--- src/rtl/if_id_ins_queue.sv ---
// Fetch-to-decode instruction queue: DEPTH-entry circular buffer of {pc, instruction}.
// Optional branch predecode bit per entry, enabled by defining IF_ID_BRANCH_HINT_EN.
module if_id_ins_queue #(
  parameter int DEPTH = 2,
  parameter int PC_W  = 64
) (
  input  logic            clk,
  input  logic            reset,
  input  logic            flush,
  input  logic            fetch_valid,
  input  logic [PC_W-1:0] fetch_pc,
  input  logic [31:0]     fetch_ins,
  output logic            fetch_ready,
  output logic            dec_valid,
  output logic [PC_W-1:0] dec_pc,
  output logic [31:0]     dec_ins,
  input  logic            dec_ready,
  output logic            dec_is_branch,
  output logic [3:0]      occupancy
);

  localparam int          PTR_W = $clog2(DEPTH);
  localparam logic [3:0]  FULL  = 4'(DEPTH);
  localparam logic [31:0] NOP   = 32'h00000013;

  logic [PTR_W-1:0] wr_ptr;
  logic [PTR_W-1:0] rd_ptr;
  logic [3:0]       count;
  logic             push;
  logic             pop;

  logic [PC_W-1:0]  pc_mem  [DEPTH];
  logic [31:0]      ins_mem [DEPTH];

  assign fetch_ready = (count != FULL);
  assign dec_valid   = (count != '0);
  assign occupancy   = count;
  assign push        = fetch_valid & fetch_ready;
  assign pop         = dec_valid & dec_ready;

  always_ff @(posedge clk) begin
    if (reset || flush) begin
      wr_ptr <= '0;
      rd_ptr <= '0;
      count  <= '0;
    end else begin
      if (push) wr_ptr <= wr_ptr + 1'b1;
      if (pop)  rd_ptr <= rd_ptr + 1'b1;
      case ({push, pop})
        2'b10:   count <= count + 4'd1;
        2'b01:   count <= count - 4'd1;
        default: count <= count;
      endcase
    end
  end

  // Storage is not reset; a write during flush/reset lands in a slot that is
  // immediately treated as empty, so it is never observed.
  always_ff @(posedge clk) begin
    if (push) begin
      pc_mem[wr_ptr]  <= fetch_pc;
      ins_mem[wr_ptr] <= fetch_ins;
    end
  end

  assign dec_pc  = dec_valid ? pc_mem[rd_ptr]  : '0;
  assign dec_ins = dec_valid ? ins_mem[rd_ptr] : NOP;

`ifdef IF_ID_BRANCH_HINT_EN
  logic br_mem [DEPTH];

  always_ff @(posedge clk) begin
    if (push) br_mem[wr_ptr] <= (fetch_ins[6:0] == 7'b1100011);
  end

  assign dec_is_branch = dec_valid & br_mem[rd_ptr];
`else
  assign dec_is_branch = 1'b0;
`endif

endmodule
--- config.mk ---
export PLATFORM = sky130hd
export DESIGN_NAME = if_id_ins_queue
export DESIGN_NICKNAME = d
export VERILOG_FILES = /design/src/rtl/if_id_ins_queue.sv
export SDC_FILE = /design/constraint.sdc
export NUM_CORES = 1
export LEC_CHECK = 0
export ABC_AREA = 1
export CAP_MARGIN = 10
export CORE_MARGIN = 5
export CORE_UTILIZATION = 46
export CTS_CLUSTER_DIAMETER = 150
export DETAILED_ROUTE_END_ITERATION = 8
export PLACE_DENSITY = 0.76
export RECOVER_POWER = 25
export SLEW_MARGIN = 20
export SYNTH_ARGS = -nofsm -noshare
export SYNTH_HDL_FRONTEND = slang
export SYNTH_SLANG_ARGS = --single-unit
--- constraint.sdc ---
create_clock -name clk -period 9.4 [get_ports clk]
set_input_delay 1.88 -clock clk [delete_from_list [all_inputs] [get_ports clk]]
set_output_delay 1.88 -clock clk [all_outputs]
set_load 0.05 [all_outputs]
==> summary.md <==
| Metric | Value |
|---|---|
| Post-layout minimum cycle time | `5.04 ns` |
| Pwr Density | `232 nW/um2` |
| Worst Path Max Fanout | `66` |
| Final Net Count | `870` |
| Max-Cap Viols | `0` |
| Post-synth net total | `roughly 670` |
| Vias in the first global route | `5,173` |
| Ys Warns | `0` |
| Num rows | `48` |
| Post-CTS Setup Bufs | `0` |
| Clock Path Buffers | `2` |
| Fmax achieved | `198 MHz` |
| Clk_skew | `0.0123 ns` |
| Arrival time worst endpoint | `3.16 ns` |
| Slowest stage cell, crit path | `clkdlybuf4s50_1` |
| Largest net degree at the start of global routing | `99` |
| DRT iter0 DRCs | `239` |
| HP Class | `reg -> reg` |
| Area leader, netlist | `edfxtp_1` |
| Worst r2r src | `occupancy[1]` |
| First-pass iteration count of the detailed router | `4` |
| CTS tree | `yes` |
| Routed Antenna Nets | `0` |
| Boundary Pins | `204` |
| Mean Syn Cell Area | `roughly 14 um2` |
| Placed insts | `972` |
| Yosys top cell area share | `70.9%` |
| Top post-synthesis cells by count | `edfxtp_1, nand2_1, inv_1` |
| Asr flop ratio synth | `0%` |
| H-tree Lvls | `4` |
| Antenna violations before repair | `4` |
| Setup-failing EPs final | `0` |
| Req. time, crit path | `about 7.5 ns` |
| Die Footprint | `20,400 um2` |
| CP peak stage delay | `about 0.80 ns` |
| First-pass GRT wire length | `26.3 mm` |
| DRC violations left | `0` |
| Hold path startpoint | `occupancy[0]` |
| Port buffer count | `about 200` |
| Routed len/inst | `roughly 17 um` |
| Synthesized cell area | `8130 um2` |
| Unrepaired setup endpoints after global routing | `false` |
| Fin Setup TNS | `0 ns` |
| Overall overflow remaining after global route | `0` |
| Leak pwr | `4.41 nW` |
| Die width | `roughly 140 um` |
| Status | `finished clean` |
| Max transition margin | `a little under a third` |
| Max VDD drop | `approximately 0.21 mV` |
| Layout overhead on the synthesized area | `34.7%` |
| Final hold vios | `0` |
| Die Ht | `around 140 um` |
| Fraction of layout cells with a size suffix above 1 | `17.1%` |
| Seq/Total Area, Yosys | `72.7%` |
| Final WL | `16.8 mm` |
| Worst slew pin tran | `1.04 ns` |
| Clock slew at reported path FFs | `0.07 ns` |
| Setup crit end kind | `output pin` |
| Number of synthesized flops with an enable pin | `~190` |
| CP Class | `reg -> out` |
| Via count | `4,842` |
| Clock Latency Late Sink | `between 0.4 and 0.5 ns` |
| Clock root buffer | `clkbuf_16` |
| Worst-path cell chain | `buf_4 > mux2_2 > nand2_1 > inv_1 > clkdlybuf4s50_1` |
| Starting Density | `47.0%` |
| Cts bufs inserted | `17` |
| Post-Synthesis Cells | `~560` |
| Resized Gates After CTS | `0` |
| Synth Flop Type | `edfxtp_1` |
| Final std cells w/o fill | `about 1,000` |
| GP Congestion | `0.805` |
| Yosys reg bits | `199` |
| Final period utilization | `53.6%` |
| Clock sinks | `199` |
| Synth top area cells | `edfxtp_1, mux2_2, nand2_1, inv_1, dfxtp_1` |
| Vias per cell | `around 4.8` |
| Pins over their slew limit | `0` |
| CP startpoint kind | `flip-flop` |
| Gr usage total | `16.6%` |
| Core area | `17,300 um2` |
| Unique cell type count in the Yosys netlist | `26` |
| Most common cell in the netlist | `edfxtp_1` |
| Core Util, Final | `~63%` |
| Post-CTS Hold Buffers | `0` |
| Post-DP HPWL | `11.1 mm` |
-- flip-flops by register name, summed over array words and instances, names as in the netlist, named ones only --
register   count
ins_mem       64
rd_ptr         1
wr_ptr         1
pc_mem       128
occupancy      4
-- cell usage in the layout (no fill, tap or decap), drive strengths merged --
cell type	n
bufinv	3
o211ai	3
dfxtp	7
o21ai	2
ha	3
edfxtp	192
clkinvlp	3
a21oi	4
diode	2
nor2	9
nor3	1
inv	108
and2	1
mux2	93
nor3b	2
buf	5
nand2	107
clkinv	3
a211oi	1
conb	1
clkdlybuf4s50	139
dlygate4sd3	63
or2	1
nand3	5
xnor2	2
clkbuf	20
-- critical path, delay by kind of cell (launching register included) --
family,cells,cell delay (ns)
buffers and inverters,3,1.69
AND/OR/NAND/NOR,1,0.05
flip-flops,1,0.66
multiplexers,1,0.29
-- where the power goes --
part / internal, mW / switching (mW) / leakage, nW
Sequential: 1.03 / 0.0181 / 1.86
Combinational: 0.256 / 0.513 / 2.28
Clock: 0.419 / 0.301 / 0.277
Total: 1.71 / 0.832 / 4.41
-- cells by family (layout without fill, tap and decap cells) --
group	Yosys count	after routing	synth area share [%]
compound gates	10	10	0.739
fa+ha+maj	3	3	0.462
buf+inv	129	344	6.62
other cells	1	3	0.0461
mux	93	93	13.1
xor+xnor	2	2	0.216
simple gates	126	126	6.19
flops	199	199	72.7
-- cell type report --
type                    count  area, um2
diodes                      2       5.00
clock buffers              20        437
clock inverters            11        149
fillers                  1261       6350
inverters                 106        398
multi-input cells         235       1710
flip-flops and latches    199       5910
well taps                 225        282
repair buffers            207       2060
-- worst paths after layout --
| kind | cells past startpoint | slack [ns] | endpoint |
|---|---|---|---|
| max | 5 | 4.36 | dec_ins[8] |
| min | 2 | 0.55 | occupancy[0] |
| max reg2reg | 13 | 6.38 | occupancy[2] |
| min reg2reg | 2 | 0.55 | occupancy[0] |
-- metal layers --
metal	track usage, %	wire length (um)	vias up
met3	4.32	1160	21
met2	28.6	8530	172
met4	5.20	220	4
met1	20.6	6870	2346
li1	-	-	2299
met5	0	19	-
-- stage by stage --
step                      instance area [um2]  setup WS, ns  hold slack [ns]  total power [mW]
after floorplan                          8130          2.79            0.501              1.59
after global placement                  10400          4.80            0.518              1.84
after detailed placement                10400          4.71            0.531              1.85
after CTS                               10900          4.31            0.544              2.57
after global routing                    10900          4.19            0.582              2.65
final                                   10900          4.36            0.548              2.54
Note: power is estimated with default switching activity, not from simulation.
